<file path="src/rtl/immgen_pkg.sv">
// Shared types for the immediate generator: format codes, opcodes, sign extension.
// Latency: n/a (types, constants and a pure function only).
// Backpressure: n/a.
package immgen_pkg;

    // Immediate format selected by the opcode decode.
    typedef enum logic [2:0] {
        FMT_NONE = 3'd0,
        FMT_I    = 3'd1,
        FMT_S    = 3'd2,
        FMT_B    = 3'd3,
        FMT_U    = 3'd4,
        FMT_J    = 3'd5,
        FMT_Z    = 3'd6
    } imm_fmt_e;

    // Major opcodes, instr[6:0].
    localparam logic [6:0] OPC_LOAD      = 7'h03;
    localparam logic [6:0] OPC_MISC_MEM  = 7'h0F;
    localparam logic [6:0] OPC_OP_IMM    = 7'h13;
    localparam logic [6:0] OPC_AUIPC     = 7'h17;
    localparam logic [6:0] OPC_OP_IMM_32 = 7'h1B;
    localparam logic [6:0] OPC_STORE     = 7'h23;
    localparam logic [6:0] OPC_OP        = 7'h33;
    localparam logic [6:0] OPC_LUI       = 7'h37;
    localparam logic [6:0] OPC_OP_32     = 7'h3B;
    localparam logic [6:0] OPC_BRANCH    = 7'h63;
    localparam logic [6:0] OPC_JALR      = 7'h67;
    localparam logic [6:0] OPC_JAL       = 7'h6F;
    localparam logic [6:0] OPC_SYSTEM    = 7'h73;

    // Sign-extend a 32-bit immediate to the widest supported XLEN; callers
    // cast the result down to their own XLEN.
    function automatic logic [63:0] sext(input logic [31:0] v);
        return {{32{v[31]}}, v};
    endfunction

endpackage

</file>
<file path="src/rtl/immgen_decode.sv">
// Combinational opcode decode: instr -> {fmt, illegal, XLEN-wide immediate}.
// Latency: 0 cycles (pure combinational).
// Backpressure: n/a; the enclosing pipeline registers the result.
// Ports: instr (32b raw instruction), fmt (imm_fmt_e), illegal, imm (XLEN).
module immgen_decode
    import immgen_pkg::*;
#(
    parameter int XLEN = 32
) (
    input  logic [31:0]     instr,
    output imm_fmt_e        fmt,
    output logic            illegal,
    output logic [XLEN-1:0] imm
);

    logic [31:0] imm32;

    // Any encoding with instr[1:0] != 2'b11 misses every label and lands in
    // the default branch, so the compressed-space check needs no extra term.
    always_comb begin
        fmt     = FMT_NONE;
        illegal = 1'b0;
        case (instr[6:0])
            OPC_LOAD, OPC_OP_IMM, OPC_JALR, OPC_MISC_MEM: fmt = FMT_I;
            OPC_STORE:  fmt = FMT_S;
            OPC_BRANCH: fmt = FMT_B;
            OPC_LUI, OPC_AUIPC: fmt = FMT_U;
            OPC_JAL:    fmt = FMT_J;
            // funct3[2] set selects the CSR immediate forms (csrr*i).
            OPC_SYSTEM: fmt = instr[14] ? FMT_Z : FMT_I;
            OPC_OP:     fmt = FMT_NONE;
            OPC_OP_IMM_32: begin
                if (XLEN == 64) fmt = FMT_I;
                else            illegal = 1'b1;
            end
            OPC_OP_32: begin
                if (XLEN != 64) illegal = 1'b1;
            end
            default:    illegal = 1'b1;
        endcase
    end

    always_comb begin
        imm32 = 32'd0;
        case (fmt)
            FMT_I: imm32 = {{20{instr[31]}}, instr[31:20]};
            FMT_S: imm32 = {{20{instr[31]}}, instr[31:25], instr[11:7]};
            FMT_B: imm32 = {{19{instr[31]}}, instr[31], instr[7],
                            instr[30:25], instr[11:8], 1'b0};
            FMT_U: imm32 = {instr[31:12], 12'd0};
            FMT_J: imm32 = {{11{instr[31]}}, instr[31], instr[19:12],
                            instr[20], instr[30:21], 1'b0};
            FMT_Z: imm32 = {27'd0, instr[19:15]};
            default: imm32 = 32'd0;
        endcase
    end

    // FMT_Z has bit 31 clear, so sign extension is also its zero extension.
    assign imm = XLEN'(sext(imm32));

endmodule

</file>
<file path="src/rtl/immgen_pipe.sv">
// Registered immediate generator with a 2-entry (main + skid) output buffer.
// Latency: 1 cycle from input accept to out_valid when the buffer is empty.
// Backpressure: in_ready is registered, low only while the skid entry is full.
// Ports: clk, rst_n (async low), flush; in_valid/in_ready/in_instr/in_tag;
//        out_valid/out_ready/out_imm/out_fmt/out_illegal/out_tag.
module immgen_pipe
    import immgen_pkg::*;
#(
    parameter int XLEN  = 32,
    parameter int TAG_W = 32
) (
    input  logic             clk,
    input  logic             rst_n,
    input  logic             flush,
    input  logic             in_valid,
    output logic             in_ready,
    input  logic [31:0]      in_instr,
    input  logic [TAG_W-1:0] in_tag,
    output logic             out_valid,
    input  logic             out_ready,
    output logic [XLEN-1:0]  out_imm,
    output imm_fmt_e         out_fmt,
    output logic             out_illegal,
    output logic [TAG_W-1:0] out_tag
);

    typedef struct packed {
        logic [XLEN-1:0]  imm;
        imm_fmt_e         fmt;
        logic             illegal;
        logic [TAG_W-1:0] tag;
    } res_t;

    localparam res_t RES_RST = '{imm: '0, fmt: FMT_NONE, illegal: 1'b0, tag: '0};

    res_t             new_res;
    res_t             main_q, main_d;
    res_t             skid_q, skid_d;
    logic             main_vld, main_vld_d;
    logic             skid_vld, skid_vld_d;
    logic             rdy_q;
    logic             acc_in, acc_out;
    imm_fmt_e         dec_fmt;
    logic             dec_illegal;
    logic [XLEN-1:0]  dec_imm;

    immgen_decode #(.XLEN(XLEN)) u_decode (
        .instr   (in_instr),
        .fmt     (dec_fmt),
        .illegal (dec_illegal),
        .imm     (dec_imm)
    );

    assign new_res = '{imm: dec_imm, fmt: dec_fmt, illegal: dec_illegal, tag: in_tag};
    assign acc_in  = in_valid && rdy_q;
    assign acc_out = main_vld && out_ready;

    // rdy_q tracks !skid_vld, so acc_in and "skid full" never coincide;
    // the skid->main refill therefore never competes with a new input.
    always_comb begin
        main_d     = main_q;
        skid_d     = skid_q;
        main_vld_d = main_vld;
        skid_vld_d = skid_vld;
        if (flush) begin
            main_vld_d = 1'b0;
            skid_vld_d = 1'b0;
        end else if (acc_out) begin
            if (skid_vld) begin
                main_d     = skid_q;
                skid_vld_d = 1'b0;
            end else if (acc_in) begin
                main_d     = new_res;
            end else begin
                main_vld_d = 1'b0;
            end
        end else if (acc_in) begin
            if (main_vld) begin
                skid_d     = new_res;
                skid_vld_d = 1'b1;
            end else begin
                main_d     = new_res;
                main_vld_d = 1'b1;
            end
        end
    end

    always_ff @(posedge clk or negedge rst_n) begin
        if (!rst_n) begin
            main_q   <= RES_RST;
            skid_q   <= RES_RST;
            main_vld <= 1'b0;
            skid_vld <= 1'b0;
            rdy_q    <= 1'b0;
        end else begin
            main_q   <= main_d;
            skid_q   <= skid_d;
            main_vld <= main_vld_d;
            skid_vld <= skid_vld_d;
            rdy_q    <= !skid_vld_d;
        end
    end

    assign in_ready    = rdy_q;
    assign out_valid   = main_vld;
    assign out_imm     = main_q.imm;
    assign out_fmt     = main_q.fmt;
    assign out_illegal = main_q.illegal;
    assign out_tag     = main_q.tag;

endmodule

</file>
<file path="config.mk">
export PLATFORM = sky130hd
export DESIGN_NAME = immgen_pipe
export DESIGN_NICKNAME = d
export VERILOG_FILES = /design/src/rtl/immgen_pkg.sv /design/src/rtl/immgen_decode.sv /design/src/rtl/immgen_pipe.sv
export SDC_FILE = /design/constraint.sdc
export NUM_CORES = 1
export LEC_CHECK = 0
export CORE_ASPECT_RATIO = 0.75
export CORE_MARGIN = 5
export CORE_UTILIZATION = 36
export DETAILED_ROUTE_END_ITERATION = 8
export PLACE_DENSITY_LB_ADDON = 0.12
export SYNTH_ARGS = -nofsm -noshare
export SYNTH_HDL_FRONTEND = slang
export SYNTH_SLANG_ARGS = --single-unit
</file>
<file path="constraint.sdc">
create_clock -name clk -period 1.74 [get_ports clk]
set_input_delay 0.348 -clock clk [delete_from_list [all_inputs] [get_ports clk]]
set_output_delay 0.348 -clock clk [all_outputs]
set_load 0.02 [all_outputs]
</file>
# Word level (Yosys, flattened, before mapping)

Index checks and enable logic that the tools add are counted.

Register bits: 139
Bits of input ports: 69
Output and inout port bits: 70
Logic and storage cells: 63

Equality and inequality tests: 20
Reduce and logical (&&, ||, !) cells: 12
Muxes and demuxes: 18
Bitwise gates (word level): 2

Operator list:

| cell                                           | number |
|---|---|
| 2-to-1 mux 68 bit                              | 5 |
| case mux 32 bit (6 select lines)               | 1 |
| == test 7 bit (second input constant)          | 4 |
| == test 7 x 6 -> 1 bit (second input constant) | 3 |
| case mux 3 bit (6 select lines)                | 1 |
| == test 7 x 5 -> 1 bit (second input constant) | 2 |
| OR reduction 11 bit                            | 1 |
| 2-to-1 mux 1 bit                               | 10 |
| == test 3 bit (second input constant)          | 3 |
| AND reduction 4 bit                            | 2 |
| == test 7 x 2 -> 1 bit (second input constant) | 1 |
| == test 7 x 4 -> 1 bit (second input constant) | 1 |
| == test 3 x 2 -> 1 bit (second input constant) | 2 |
| != test 3 bit (second input constant)          | 2 |
| nonzero test 2 bit                             | 2 |
| OR reduction 4 bit                             | 1 |
| == test 3 x 1 -> 1 bit (second input constant) | 1 |
| 2-to-1 mux 3 bit                               | 1 |
| AND reduction 3 bit                            | 1 |
| nonzero test 3 bit                             | 1 |
| logical AND 1 bit                              | 2 |
| != test 2 x 1 -> 1 bit (second input constant) | 1 |
| inverter 1 bit                                 | 2 |
| OR reduction 2 bit                             | 1 |
| logical NOT 1 bit                              | 1 |

# Longest topological paths before layout

Gate-level depths: netlist of the first run.

Depth in word-level cells: 8
Gate-level depth with buffers: 8
Gate-level depth less buffers: 5

# By module

From an unflattened synthesis of the first run, not the netlist that was laid out.

Cell total of the unflattened synthesis: 469
Area total of the unflattened synthesis: 6571.3 um^2

By module, submodules not included:

| module        | area each (um^2) | times used | sequential area each (um^2) | cells an instance |
|---|---|---|---|---|
| immgen_pipe   | 5982.0           | 1          | 3478.3                      | 376 |
| immgen_decode | 589.3            | 1          | 0.0                         | 93 |

# Least setup slack after synthesis of the first run

Ideal clock, no wire load.

Kind: reg-to-reg
From: register main_vld (netlist: out_valid)
To: register main_q (netlist bit out_imm[17])
Slack: -79 ps
Cell stages (with the launch flop): 8
Arrival time: 1689 ps
Buffers on the path: 2
Clock period less this slack: 1819 ps
Required time: 1610 ps
Library setup time: 130 ps
Cell sequence: dfrtp_1 -> nand2_1 -> a211o_1 -> buf_2 -> clkbuf_1 -> or3_1 -> o21ai_0 -> a31oi_1

Word-level cells in the longest chain between the ends: 3
Elaborated cells between the ends (all ways): 5
Classes of those cells: 1 x eq/ne; 1 x mux; 3 x reduce/logical

Ends and longest elaborated chain:

| what                                                                                 | line              | source |
|---|---|---|
| start, declared                                                                      | immgen_pipe.sv:39 | `logic main_vld, main_vld_d;` |
| start signal, assigned                                                               | immgen_pipe.sv:98 | `main_vld <= main_vld_d;` |
| logical AND 1 bit                                                                    | immgen_pipe.sv:56 | `assign acc_out = main_vld && out_ready;` |
| != test 2 x 1 -> 1 bit (no source line) / nonzero test 2 bit (equally long branches) | --                |  |
| AND reduction 4 bit (no source line)                                                 | --                |  |
| end signal, assigned                                                                 | immgen_pipe.sv:96 | `main_q <= main_d;` |
| end, declared                                                                        | immgen_pipe.sv:37 | `res_t main_q, main_d;` |

Parallel ways exist; a longest one is shown, timed or not.
A chain may end at the register's enable or synchronous reset.

# Worst setup path after layout of the first run

From: register main_vld (netlist: out_valid)
To: register main_q (netlist bit out_imm[19])

The elaborated chain is that of the path after synthesis.

==> results of run 1 <==
==> cell families (layout without fill, tap and decap cells) <==
family | count (synthesis) | count (layout) | synth area share
buffers and inverters | 57 | 244 | 0.0390
and+or+nand+nor | 337 | 340 | 0.232
DFF | 139 | 139 | 0.559
AOI/OAI and AO/OA | 171 | 171 | 0.170
==> final cells by class <==
cell class,count,share of cell area
Sequential cell,139,0.379
Clock buffer,20,0.0497
Multi-Input combinational cell,511,0.293
Tap cell,215,0.0293
Timing Repair Buffer,207,0.227
Inverter,5,0.00204
Clock inverter,12,0.0203
==> routing by layer <==
layer,wire [um],up-vias,track usage
met2,9190,180,0.309
met1,9010,2883,0.256
met3,1020,16,0.0486
li1,-,2779,-
met5,0,-,0
met4,234,0,0.0592
==> power breakdown <==
part,total [W],internal (W),leakage (nW),switching [W]
clock,0.00397,0.00250,0.316,0.00147
sequential,0.00414,0.00381,1.69,0.000324
combinational,0.00195,0.000865,2.14,0.00108
total,0.0101,0.00718,4.15,0.00288
==> through the flow <==
stage / total power [W] / instances / setup TNS [ns] / util
6_report: 0.0101 / 1109 / 0 / 0.544
5_1_grt: 0.0105 / 1109 / -0.383 / 0.544
4_1_cts: 0.0101 / 1101 / -0.0140 / 0.529
3_5_place_dp: 0.00625 / 1067 / -54.41 / 0.493
3_3_place_gp: 0.00618 / 1067 / -46.64 / 0.493
2_1_floorplan: 0.00510 / 704 / 0 / -
==> worst max-delay path: cells and delay by family (launching register included) <==
kind / cells / cell delay, ns
AND/OR/NAND/NOR: 2 / 0.50
AO/OA/AOI/OAI: 3 / 0.47
flip-flops: 1 / 0.44
buffers and inverters: 1 / 0.20
==> placed cells by master, fill, tap and decap left out, drive strengths merged, types with 4 or more instances in the layout <==
master,n
buf,67
a21oi,23
and3,9
clkbuf,22
or3,28
clkdlybuf4s50,59
dlygate4sd2,71
a22oi,5
inv,8
nand2,215
dlymetal6s2s,7
dfrtp,139
clkinv,5
nand3,7
a21o,4
nor2,67
o21ai,53
a31oi,76
bufinv,4
==> how the worst min path moves through the flow <==
stage / endpoint / slack, ns / cells after the start
after floorplan: in_ready / 0.05 / 0
after global placement: out_imm[17] / 0.25 / 1
after detailed placement: out_imm[17] / 0.26 / 1
after CTS: out_imm[14] / 0.37 / 2
after global routing: out_imm[17] / 0.40 / 2
final: out_imm[17] / 0.38 / 2
==> sequential cells by signal, summed over array words and instances (netlist names) <==
name and count:
out_fmt 3, out_illegal 1, out_valid 1, skid_vld 1, skid_q 68, out_imm 32
out_tag 32, in_ready 1
==> timing repair <==
item / 4_1_cts / 5_1_grt
hold buffers: 1 / 0
buffers inserted: 0 / 4
gates resized for setup: 77 / 48
pin swaps: 2 / 5
endpoints found under the hold margin: 28 / 0
endpoints found under the setup margin: 115 / 61
cloned: 1 / 4
==> qor.yml, run 1 <==
maxSlewViolCount: 0
regArea_um2: 3480
final_area_um2: 9190
vdd_drop_max_mv: 0.617
syn_to_final_growth_pct: 47.6
grtUsageTotal: 0.191
whs_ns: 0.376
end_kind: "register"
reg2reg_depth: 6
crit_slowest_cell: "dfrtp_2"
cts_root_buf: "clkbuf_16"
path_cells: "nor2b_4 -> a211o_4 -> clkbuf_16 -> or3_1 -> o21ai_1 -> a31oi_1"
powerDensity_nw_per_um2: 1090
clockBufferDepth: 2
r2r-start: "out_valid"
yosys.area.top_type_share: 0.559
setup_viol: 0
synth_area_leader_cell: "dfrtp_1"
dp_slack_ns: -0.551
clock-sinks: 139
grt_max_degree: 48
drt-pass1-iter-count: 7
critical-path-max-stage-delay_ns: 0.44
rsz0062_at_grt: "yes"
fin_skew_ns: 0.00893
max_slew.worst_pin.slew_ns: 0.506
critPathKind: "reg -> reg"
setup_ws_ns: 0.000576
grt_overflow_total: 0
r2r_end: "out_imm[19]"
die_area_um2: 20000
coreArea_um2: 16900
drive_gt1_frac: 0.154
ys_top_cells_by_area: "dfrtp_1, nand2_1, a31oi_1"
die_h_um: 124
place.gp.congestion: 0.875
netlist_area_um2: 6220
drc: 0
yosysMostFrequentCell: "nand2_1"
crit_arrival_ns: 2.04
status: "completed"
hold_class: "in -> async"
fillerInstances: 1526
vias: 5858
startpoint_type: "register"
ant_nets: 0
synth_fp_nets: 773
nets: 950
synth_commonest_cells: "nand2_1, dfrtp_1, a31oi_1"
start_util: 0.369
grt_pass1_vias: 5860
viasPerCell: 5.28
multi_input_area_um2: 2690
place_hpwl_mm: 12.8
first_iter_violations: 331
max_freq_ghz: 0.575
insertion_delay_ns: 0.42
cts_tree: "done"
fin_crit_sh: 1.00
portBuffers: 138
postRouteWirelength_mm: 19.5
routedWlPerCell_um: 17.5
synth_area_per_cell_um2: 8.84
leakage_nw: 4.15
cp-endpoint: "out_imm[19]"
htree_levels: 4
ys_dominant_reg_cell: "dfrtp_1"
fp-row-count: 41
antenna_found_initial: 1
slew-limit-headroom: 0.662
ys_warn_count: 0
rrSetupSlack_ns: 0.0006
grt_pass1_wl_mm: 30.4
synth_seq_cells: 139
cp_data_required_time_ns: 2.04
synth_cell_types: 44
path_clk_slew_ns: 0.06
worstSetupStartpoint: "out_valid"
numCtsBuffers: 17
finalHoldViolations: 0
yosysSeqAreaShare: 0.559
max-cap-violations: 0
fin_crit_ns: 1.74
async_flop_share: 1.00
antenna_cells: 0
placed_area_um2: 8330
pin_count: 139
die_w_um: 162
syn_inst: 704
crit_fanout: 11
synth_edf_count: 0
Note: power is estimated with default switching activity, not from simulation.
==> inputs of run 2 (changes only) <==
--- a/config.mk
+++ b/config.mk
@@ -9,7 +9,7 @@
 export CORE_MARGIN = 5
 export CORE_UTILIZATION = 36
 export DETAILED_ROUTE_END_ITERATION = 8
-export PLACE_DENSITY_LB_ADDON = 0.12
+export PLACE_DENSITY = 0.72
 export SYNTH_ARGS = -nofsm -noshare
 export SYNTH_HDL_FRONTEND = slang
 export SYNTH_SLANG_ARGS = --single-unit
==> run 2 against run 1 <==
The run now ends with negative setup slack left. Setup slack worse by 0.021 ns. Critical path depth unchanged. Highest routed layer unchanged. Clock power down 10%.
==> qor.yml, run 2 (synthesis results as in run 1) <==
crit_fanout: 6  # -5
portBuffers: 138  # unchanged
fin_crit_sh: 1.01  # +0.0123
r2r_end: "out_imm[11]"
nets: 959  # +0.95%
first_iter_violations: 387  # +17%
grtUsageTotal: 0.183  # -0.00853
fin_cells: 1118  # +0.81%
rsz0062_at_grt: "yes"
vdd_drop_max_mv: 0.552  # -11%
grt_overflow_total: 0  # unchanged
fin_setup_tns_ns: -0.0275  # -0.0275 ns
rrSetupSlack_ns: -0.02  # -0.02 ns
placed_cells: 1078  # +1.0%
finalHoldViolations: 0  # unchanged
place.gp.congestion: 0.854  # -2.3%
wl_met2_mm: 8.05  # -12%
critPathKind: "reg -> reg"
largest_reg_flops: 68  # unchanged
coreArea_um2: 16900  # unchanged
hold_class: "in -> async"
cp_data_required_time_ns: 2.02  # -0.02 ns
violations: "negative setup slack"
setup_viol: 3  # +3
status: "finished, violations left"
ant_nets: 0  # unchanged
maxUsedRoutingLayer: "met4"
whs_ns: 0.439  # +0.0629 ns
path_clk_slew_ns: 0.06  # about the same
htree_levels: 4  # unchanged
max_slew.worst_pin.slew_ns: 0.448  # -0.0574 ns
fillerInstances: 1527  # +0.066%
crit_arrival_ns: 2.04  # about the same
pin_count: 139  # unchanged
grt_pass1_wl_mm: 29.4  # -3.4%
maxSlewViolCount: 0  # unchanged
fp-row-count: 41  # unchanged
slew-limit-headroom: 0.701  # +0.0393
max-cap-violations: 0  # unchanged
drive_gt1_frac: 0.163  # +0.00843
start_util: 0.369  # unchanged
numCtsBuffers: 17  # unchanged
drt-pass1-iter-count: 6  # -1
place_hpwl_mm: 12.3  # -3.7%
die_area_um2: 20000  # unchanged
layout_common_cells: "nand2_1, dfrtp_1, a31oi_1, nor2_1, clkdlybuf4s50_1"
grt_pass1_vias: 5602  # -4.4%
die_w_um: 162  # unchanged
routedWlPerCell_um: 16.3  # -6.9%
grt_max_degree: 45  # -6.3%
max_freq_ghz: 0.568  # -1.2%
wl_met3_mm: 1.05  # +3.0%
viasPerCell: 5.13  # -2.9%
fin_skew_ns: 0.00874  # -0.000191 ns
met1_length_mm: 9.01  # about the same
postRouteWirelength_mm: 18.3  # -6.1%
clockBufferDepth: 2  # unchanged
end_kind: "register"
drc: 0  # unchanged
die_h_um: 124  # unchanged
powerDensity_nw_per_um2: 1050  # -4.2%
insertion_delay_ns: 0.41  # about the same
r2r-start: "out_valid"
reg2reg_depth: 6  # unchanged
layout_commonest_cell: "nand2_1"
cts_tree: "done"
leakage_nw: 4.32  # +4.0%
antenna_cells: 0  # unchanged
cts_root_buf: "clkbuf_16"
startpoint_type: "register"
setup_ws_ns: -0.0208  # -0.0214 ns
vias: 5736  # -2.1%
antenna_found_initial: 0  # -1
fin_crit_ns: 1.76  # +0.0214 ns
regMostFlops: "skid_q"
clock-sinks: 139  # unchanged
syn_to_final_growth_pct: 48.5
## run 2: cell types whose count changed in the layout (fill, tap and decap cells not counted), moves of 4 or more
cell,change
o21ai_0,-5
dlymetal6s2s_1,+19
clkinv_2,+4
o21ai_1,+4
buf_4,+10
dlygate4sd2_1,-20
## run 2: metal layers
metal / GRT usage / vias up
met3: 0.0473 / 16
met2: 0.268 / 169
met5: 0 / -
met4: 0.0470 / 0
li1: - / 2794
met1: 0.271 / 2757
## run 2: final cells by class
| cell class | instances | area, um^2 | share of cell area |
|---|---|---|---|
| clock inverter | 11 | 119 | 0.0129 |
| sequential | 139 | 3480 | 0.377 |
| multi-input combinational | 509 | 2640 | 0.286 |
| timing repair buffer | 218 | 2250 | 0.243 |
| tap | 215 | 269 | 0.0291 |
| inverter | 5 | 18.8 | 0.00203 |
| clock buffer | 21 | 470 | 0.0509 |
## run 2: what timing repair did
item | CTS | global route
pin swaps | 6 | 7
cloned | 0 | 3
hold endpoints to repair | 39 | 0
endpoints found under the setup margin | 61 | 85
resized for setup | 52 | 76
buffers inserted | 0 | 4
hold buffers | 1 | 0
## run 2: metrics by stage
step	total power, W	worst slack (ns)	util	cell area (um^2)
after floorplan	0.00510	0.000800	-	6220
after global placement	0.00620	-0.401	0.500	8440
after detailed placement	0.00625	-0.473	0.500	8440
after CTS	0.00973	0.000972	0.532	8970
after global routing	0.0102	-0.0941	0.548	9240
final	0.00969	-0.0208	0.548	9240
## run 2: where the power goes
part           switching (W)  internal (W)  total, W  leakage (nW)
logic                0.00107      0.000914   0.00199          2.34
registers           0.000314       0.00381   0.00413          1.69
clock network        0.00136       0.00222   0.00357         0.293
## run 2: how the worst max path moves through the flow
stage                           start          end  slack (ns)
after floorplan             out_valid  out_imm[17]      0.0008
after global placement    in_instr[6]   skid_q[47]       -0.40
after detailed placement  in_instr[2]   skid_q[52]       -0.47
after CTS                 out_tag[17]  out_tag[17]       0.001
after global routing        out_valid  out_imm[11]       -0.09
final                       out_valid  out_imm[11]       -0.02
## run 2: critical path, cell delays in order (launching register included)
cell     delay [ns]
dfrtp_2        0.42
nor2b_4        0.14
a211o_4        0.39
buf_12         0.16
or3_1          0.35
o21ai_1        0.10
a21oi_1        0.06
==> inputs of run 3 (changes only) <==
--- a/config.mk
+++ b/config.mk
@@ -5,6 +5,7 @@
 export SDC_FILE = /design/constraint.sdc
 export NUM_CORES = 1
 export LEC_CHECK = 0
+export ABC_CLOCK_PERIOD_IN_PS = 1740
 export CORE_ASPECT_RATIO = 0.75
 export CORE_MARGIN = 5
 export CORE_UTILIZATION = 36
==> results of run 3 <==
Same layout as run 2: the final DEF is identical, and so are final timing and power.
